<file path="src/rtl/ioctl_host.sv">
// Byte-stream bridge that drives a core-side ioctl port: downloads bytes from a
// source into the core, or uploads bytes from the core into a sink.
module ioctl_host #(
  parameter int WR_GAP = 3,
  parameter int UL_LAT = 2
) (
  input  logic        clk_sys,
  input  logic        reset,
  input  logic        cmd_dl,
  input  logic        cmd_ul,
  input  logic [7:0]  cmd_index,
  input  logic [24:0] cmd_len,
  output logic        busy,
  output logic        done,
  output logic        src_rd,
  input  logic [7:0]  src_data,
  input  logic        src_valid,
  output logic [7:0]  snk_data,
  output logic        snk_wr,
  output logic        ioctl_download,
  output logic        ioctl_upload,
  output logic        ioctl_wr,
  output logic [24:0] ioctl_addr,
  output logic [7:0]  ioctl_dout,
  output logic [7:0]  ioctl_index,
  input  logic [7:0]  ioctl_din,
  input  logic        ioctl_wait
);

  typedef enum logic [2:0] {
    S_IDLE, S_SETUP, S_FETCH, S_WRITE, S_GAP, S_SAMPLE, S_FINISH
  } state_t;

  // The wr cycle counts as the first of the WR_GAP idle-count cycles, so GAP
  // itself only has to cover WR_GAP-1 of them.
  localparam logic [4:0] GAP_LAST = 5'(WR_GAP - 1);
  localparam logic [4:0] LAT_C    = 5'(UL_LAT);

  state_t      state_q, state_d;
  logic        ul_q, ul_d;
  logic        first_q, first_d;
  logic [24:0] cnt_q, cnt_d;
  logic [24:0] addr_q, addr_d;
  logic [7:0]  dout_q, dout_d;
  logic [7:0]  index_q, index_d;
  logic [7:0]  snk_data_q, snk_data_d;
  logic [4:0]  since_q, since_d;

  always_ff @(posedge clk_sys or posedge reset) begin
    if (reset) begin
      state_q    <= S_IDLE;
      ul_q       <= 1'b0;
      first_q    <= 1'b0;
      cnt_q      <= '0;
      addr_q     <= '0;
      dout_q     <= '0;
      index_q    <= '0;
      snk_data_q <= '0;
      since_q    <= '0;
    end else begin
      state_q    <= state_d;
      ul_q       <= ul_d;
      first_q    <= first_d;
      cnt_q      <= cnt_d;
      addr_q     <= addr_d;
      dout_q     <= dout_d;
      index_q    <= index_d;
      snk_data_q <= snk_data_d;
      since_q    <= since_d;
    end
  end

  always_comb begin
    state_d    = state_q;
    ul_d       = ul_q;
    first_d    = first_q;
    cnt_d      = cnt_q;
    addr_d     = addr_q;
    dout_d     = dout_q;
    index_d    = index_q;
    snk_data_d = snk_data_q;
    since_d    = since_q;
    case (state_q)
      S_IDLE: begin
        if (cmd_dl || cmd_ul) begin
          ul_d    = ~cmd_dl;
          index_d = cmd_index;
          cnt_d   = cmd_len;
          addr_d  = '0;
          state_d = S_SETUP;
        end
      end
      S_SETUP: begin
        if (cnt_q == 25'd0) begin
          state_d = S_FINISH;
        end else if (ul_q) begin
          state_d = S_WRITE;
        end else begin
          first_d = 1'b1;
          state_d = S_FETCH;
        end
      end
      S_FETCH: begin
        first_d = 1'b0;
        if (!first_q && src_valid) begin
          dout_d  = src_data;
          state_d = S_WRITE;
        end
      end
      S_WRITE: begin
        if (!ioctl_wait) begin
          cnt_d   = cnt_q - 25'd1;
          since_d = 5'd1;
          state_d = S_GAP;
        end
      end
      S_GAP: begin
        if (since_q != 5'd31) since_d = since_q + 5'd1;
        // Core data is valid exactly UL_LAT cycles after the wr pulse.
        if (ul_q && since_q == LAT_C) snk_data_d = ioctl_din;
        if (since_q >= GAP_LAST && !ioctl_wait && (!ul_q || since_q >= LAT_C)) begin
          if (ul_q) begin
            state_d = S_SAMPLE;
          end else if (cnt_q == 25'd0) begin
            state_d = S_FINISH;
          end else begin
            addr_d  = addr_q + 25'd1;
            first_d = 1'b1;
            state_d = S_FETCH;
          end
        end
      end
      S_SAMPLE: begin
        if (cnt_q == 25'd0) begin
          state_d = S_FINISH;
        end else begin
          addr_d  = addr_q + 25'd1;
          state_d = S_WRITE;
        end
      end
      S_FINISH: state_d = S_IDLE;
      default:  state_d = S_IDLE;
    endcase
  end

  assign busy           = (state_q != S_IDLE);
  assign done           = (state_q == S_FINISH);
  assign src_rd         = (state_q == S_FETCH) && first_q;
  assign snk_wr         = (state_q == S_SAMPLE);
  assign snk_data       = snk_data_q;
  assign ioctl_download = busy && !ul_q;
  assign ioctl_upload   = busy && ul_q;
  // Gated so a wait raised during the write cycle suppresses the pulse.
  assign ioctl_wr       = (state_q == S_WRITE) && !ioctl_wait;
  assign ioctl_addr     = addr_q;
  assign ioctl_dout     = dout_q;
  assign ioctl_index    = index_q;

endmodule

</file>
<file path="config.mk">
export PLATFORM = sky130hd
export DESIGN_NAME = ioctl_host
export DESIGN_NICKNAME = d
export VERILOG_FILES = /design/src/rtl/ioctl_host.sv
export SDC_FILE = /design/constraint.sdc
export NUM_CORES = 1
export LEC_CHECK = 0
export BUFFER_PORTS_ARGS = -buffer_cell sky130_fd_sc_hd__buf_2
export CAP_MARGIN = 15
export CORE_MARGIN = 4
export CORE_UTILIZATION = 54
export DETAILED_ROUTE_END_ITERATION = 12
export GPL_TIMING_DRIVEN = 0
export HOLD_SLACK_MARGIN = 0.03
export PLACE_DENSITY = 0.88
export SLEW_MARGIN = 40
export SYNTH_ARGS = -nofsm -noshare
export SYNTH_HDL_FRONTEND = slang
export SYNTH_SLANG_ARGS = --single-unit
</file>
<file path="constraint.sdc">
create_clock -name clk_sys -period 2.9 [get_ports clk_sys]
set_input_delay 0.145 -clock clk_sys [delete_from_list [all_inputs] [get_ports clk_sys]]
set_output_delay 0.145 -clock clk_sys [all_outputs]
set_load 0.1 [all_outputs]
</file>
-- After elaboration in Yosys (flattened, before gate mapping)
Index checks and enable logic that the tools add are counted.
- add/subtract/negate cells: 3
- magnitude comparators: 1
- equal/unequal tests: 17
- mux-type cells: 27
- bitwise operators: 1
- reduce and logical (&&, ||, !) cells: 28
- operators by type and width (cell ; count):
    25-bit 2-to-1 mux ; 6
    25-bit case mux with 3 select lines ; 1
    25-bit case mux with 2 select lines ; 1
    25-bit by 1-bit adder with 25-bit output (second input constant) ; 1
    25-bit logical NOT ; 1
    25-bit by 1-bit subtractor with 25-bit output (second input constant) ; 1
    3-bit 2-to-1 mux ; 8
    2-bit inequality test (second input constant) ; 9
    3-bit case mux with 6 select lines ; 1
    5-bit 2-to-1 mux ; 2
    5-bit case mux with 2 select lines ; 1
    3-bit == test (second input constant) ; 3
    3-bit nonzero test ; 3
    1-bit logical AND ; 8
    4-bit AND reduction ; 2
    3-bit by 2-bit == test with 1-bit output (second input constant) ; 2
    1-bit 2-to-1 mux ; 6
    2-bit AND reduction ; 3
    3-bit AND reduction ; 2
    6-bit AND reduction ; 1
    5-bit by 1-bit adder with 5-bit output (second input constant) ; 1
    5-bit by 2-bit == test with 1-bit output (second input constant) ; 1
    5-bit by 2-bit greater-or-equal comparator with 1-bit output (second input constant) ; 1
    5-bit inequality test (second input constant) ; 1
    other kinds (7) ; 11
- flip-flop bits (word level): 84
- input port bits: 55
- logic and storage cells: 86

-- Logic depth before layout (Yosys ltp)
- depth in word-level cells: 5
- mapped depth: 8
- depth with buffers taken out: 7

-- Worst setup path before layout
No wires, ideal clock.
- kind: register to register
- start point: register state_q[1]
- end point: register cnt_q[21]
- library setup time: 0.216 ns
- data arrival time: 2.671 ns
- data required time: 2.684 ns
- setup slack: 0.012 ns
- cell stages (with the launch flop): 7
- buffers on the path: 1
- cell sequence: dfrtp_1 > buf_2 > nand3b_1 > nor2_1 > o31ai_1 > a21oi_1 > a311oi_1
- cells in the longest elaborated chain, start to end: 3
- elaborated cells on any way between the ends: 7
- ends and longest elaborated chain (element ; RTL line ; source):
    start, declared ; 39 ; state_t state_q, state_d;
    start signal, assigned ; 61 ; state_q <= state_d;
    3-bit by 2-bit == test with 1-bit output / 3-bit logical NOT (equally long branches) ; 83 ; case (state_q)
    2-bit inequality test (no line) / 2-bit nonzero test (equally long branches) ; -- ;
    3-bit AND reduction (no line) ; -- ;
    end signal, assigned ; 64 ; cnt_q <= cnt_d;
    end, declared ; 42 ; logic [24:0] cnt_q, cnt_d;
Several ways; a longest one is shown, not always the timed one.
A chain may end at the register's enable or synchronous reset.

-- Worst setup path in the final report
- start point: register state_q[1]
- end point: output ioctl_wr
- cells in the longest elaborated chain, start to end: 2
- ends and longest elaborated chain (element ; RTL line ; source):
    3-bit by 2-bit == test with 1-bit output ; 154 ; assign ioctl_wr = (state_q == S_WRITE) && !ioctl_wait;
    1-bit logical AND ; 154 ;
    end, declared ; 22 ; output logic ioctl_wr,
Every way passes these cells.

==> results.toml <==
[timing]
finalCritPeriodShare_pct = 84.7
worst_slew_pin_slew_ps = 747
max_freq_ghz = 0.407
relative_slew_slack_pct = 50.2
final_max_slew_viol_count = 0
hold_violations = 0
finalSetupViolations = 0
rsz0062_at_grt = "false"
worst_slack_ps = 445
post-route-min-period_ps = 2460
skew_ps = 17.2

[clock_tree]
maximum_level_of_the_cts_h_tree = 3
cts_buffers = 9
ctsLongestPathBuffers = 2
cts_hold_buffers = 26
cts.reportedPaths.clkPinSlew_ps = 100
cts_tree = "done"
cts.repair_timing.setup_buffer_count = 0
clock_insertion_delay_at_the_later_pin_of_the_skew_report_ps = 370
clock_sink_count = 84
cts_repair_resize_count = 0
clk_root_buffer_cell = "clkbuf_8"

[layout]
flow.area_growth_from_synthesis_pct = 25.3
layout.area.seq_sq_mm = 0.00210
antennaDiodeCount = 0
nets = 710
drive_above_1_share_pct = 27.1
layout_common_cells = "buf_2, dfrtp_1, nand2_1, a21oi_1, nor2_1"
fillCellCount = 610
multi_input_area_sq_mm = 0.00250
mostFrequentLayoutCell = "buf_2"

[synth]
post_synth.cell_area_avg_sq_um = 9.48
synthCells = 501
number_of_enable_type_register_cells_in_the_synthesized_netlist = 0
ys_async_rst_share_pct = 100
nets_in_the_synthesized_netlist = 562
synth_simple_gate_area_share_pct = 25.0
largest_family_of_logic_cells_by_synthesized_area = "simple AND/OR/NAND/NOR gates"
synth-adder-area-share_pct = 1.58
postSynthRegisterBits = 84
yosys_most_used_dff = "dfrtp_1"
yosysWarningCount = 0
synthMuxAreaShare_pct = 5.69
synth_xor_area_share_pct = 0.738
post_synth_instance_area_sq_mm = 0.00475
netlist-cell-type-count = 70
synth_compound_gate_area_share_pct = 19.7
synth-seq-area-share_pct = 44.3

[die]
placeableCoreArea_sq_mm = 0.00838
io_pins = 111
floorplan.initialDensity_pct = 56.7
die_area_sq_mm = 0.0104
die_y_um = 102
std_cell_rows = 33
die_width_um = 102

[worst_hold_path]
hold_class = "primary input to flip-flop"

[run]
max_cap_violations = 0

[worst_setup_path]
cp_cell_sequence = "buf_2 -> nand3b_1 -> nor2_1 -> buf_2"
cpMaxStageDelayCell = "buf_2"
timing.critical_path.to_type = "primary output"
critical_path.max_fanout = 10
crit_type = "flip-flop to primary output"
timing.critical_path.buf_inv = 2
critPathRequiredTime_ps = 2760
path_common_cell = "buf_2"
crit_arrival_ps = 2310
startpoint_type = "flip-flop"
worst_path_dominant_cell_family = "buffers and inverters"
cpPeakStageDelay_ps = 520

[grt]
grt_pass1_wl_um = 22800
antenna_found_initial = 0
via_count_of_the_first_global_routing_pass = 4700
gr-total-overflow = 0
pin_count_of_the_biggest_net_entering_global_routing = 62
grtUsageTotal_pct = 27.6

[power_and_ir_drop]
static-leakage-power_nw = 2.68
power_density_mw_per_mm2 = 1130
irDropWorstVdd_mv = 0.553
power.total_mw = 6.72

[placement]
place.gp.congestion = 0.918
dpl_worst_slack_ps = 529
place.detailed.hpwl_um = 9700
port_buffers = 110

[route]
drtPass1Iterations = 5
num_vias = 4802
drc = 0
routed_via_density = 6.33
routed_wire_length_per_instance_um = 18.5
drt_first_iter_violations = 403
final_antenna_net_count = 0
routed_wl_um = 14100

[status]
outcome = "completed"
==> Yosys cell counts, drive strengths merged (7+ instances only) <==
cell type,n,share of area (%)
a21oi,47,5.0
buf,7,0.76
clkbuf,16,1.3
dfrtp,84,44
inv,13,1.0
mux2,16,3.8
mux2i,9,1.9
nand2,55,4.3
nand3,15,1.7
nand4,16,2.4
nor2,34,2.7
nor3,23,3.2
nor4,11,2.9
o21ai,31,3.3
o22a,7,1.3
o31ai,8,1.3
or3,8,1.2
==> sequential cells by signal (all words and copies together), names as in the netlist <==
signal       flops
snk_data         8
ioctl_addr      25
state_q          3
cnt_q           25
first_q          1
ioctl_index      8
ioctl_dout       8
since_q          5
ul_q             1
==> worst min-delay path, delay by kind of cell <==
family                 cells  cell delay (ps)
buffers and inverters      1               80
AOI/OAI and AO/OA          2              160
==> power breakdown <==
part / switching [mW] / total (mW) / internal [mW]
Clock: 0.487 / 0.987 / 0.501
Sequential: 0.428 / 2.00 / 1.57
Combinational: 2.82 / 3.73 / 0.910
==> final timing paths <==
check | start | end | slack [ps] | cells past startpoint
setup / recovery | state_q[1] | ioctl_wr | 440 | 4
hold / removal | cmd_len[19] | cnt_q[19] | 50 | 3
setup reg to reg | cnt_q[0] | state_q[0] | 480 | 7
hold reg to reg | ioctl_index[5] | ioctl_index[5] | 480 | 2
max in group asynchronous | reset | cnt_q[0] | 2030 | 4
min in group asynchronous | reset | ioctl_index[4] | 280 | 3
==> cell type report <==
class / count / area share [%]
plain buffers: 23 / 1.62
multi-input cells: 381 / 42.0
inverters: 13 / 0.904
flip-flops and latches: 84 / 35.3
clock inverters: 7 / 1.77
clock buffers: 9 / 2.08
well taps: 105 / 2.21
repair buffers: 137 / 14.1
==> stage by stage <==
stage	hold WS (ps)	util, %	cells	setup TNS, ps	area, sq um
floorplan	231	-	501	0	4750
global placement	339	64.8	716	-33400	5430
detailed placement	109	65.2	717	0	5460
CTS	42.6	71.0	759	0	5950
global route	65.6	71.0	759	0	5950
finish	52.3	71.0	759	0	5950
==> per-layer routing <==
metal	GRT usage, %	wire [um]
met2	46.4	6930
met1	35.4	5490
met4	10.4	398
met5	0	0
met3	5.44	1230
==> logic make-up (layout without fill, tap and decap cells) <==
family	Yosys count	count (layout)
AOI/OAI and AO/OA	142	142
xor gates and xnor gates	4	4
adders and majority gates	6	6
buffers and inverters	36	189
DFF	84	84
muxes	25	25
and+or+nand+nor	204	204
Note: power is estimated with default switching activity, not from simulation.
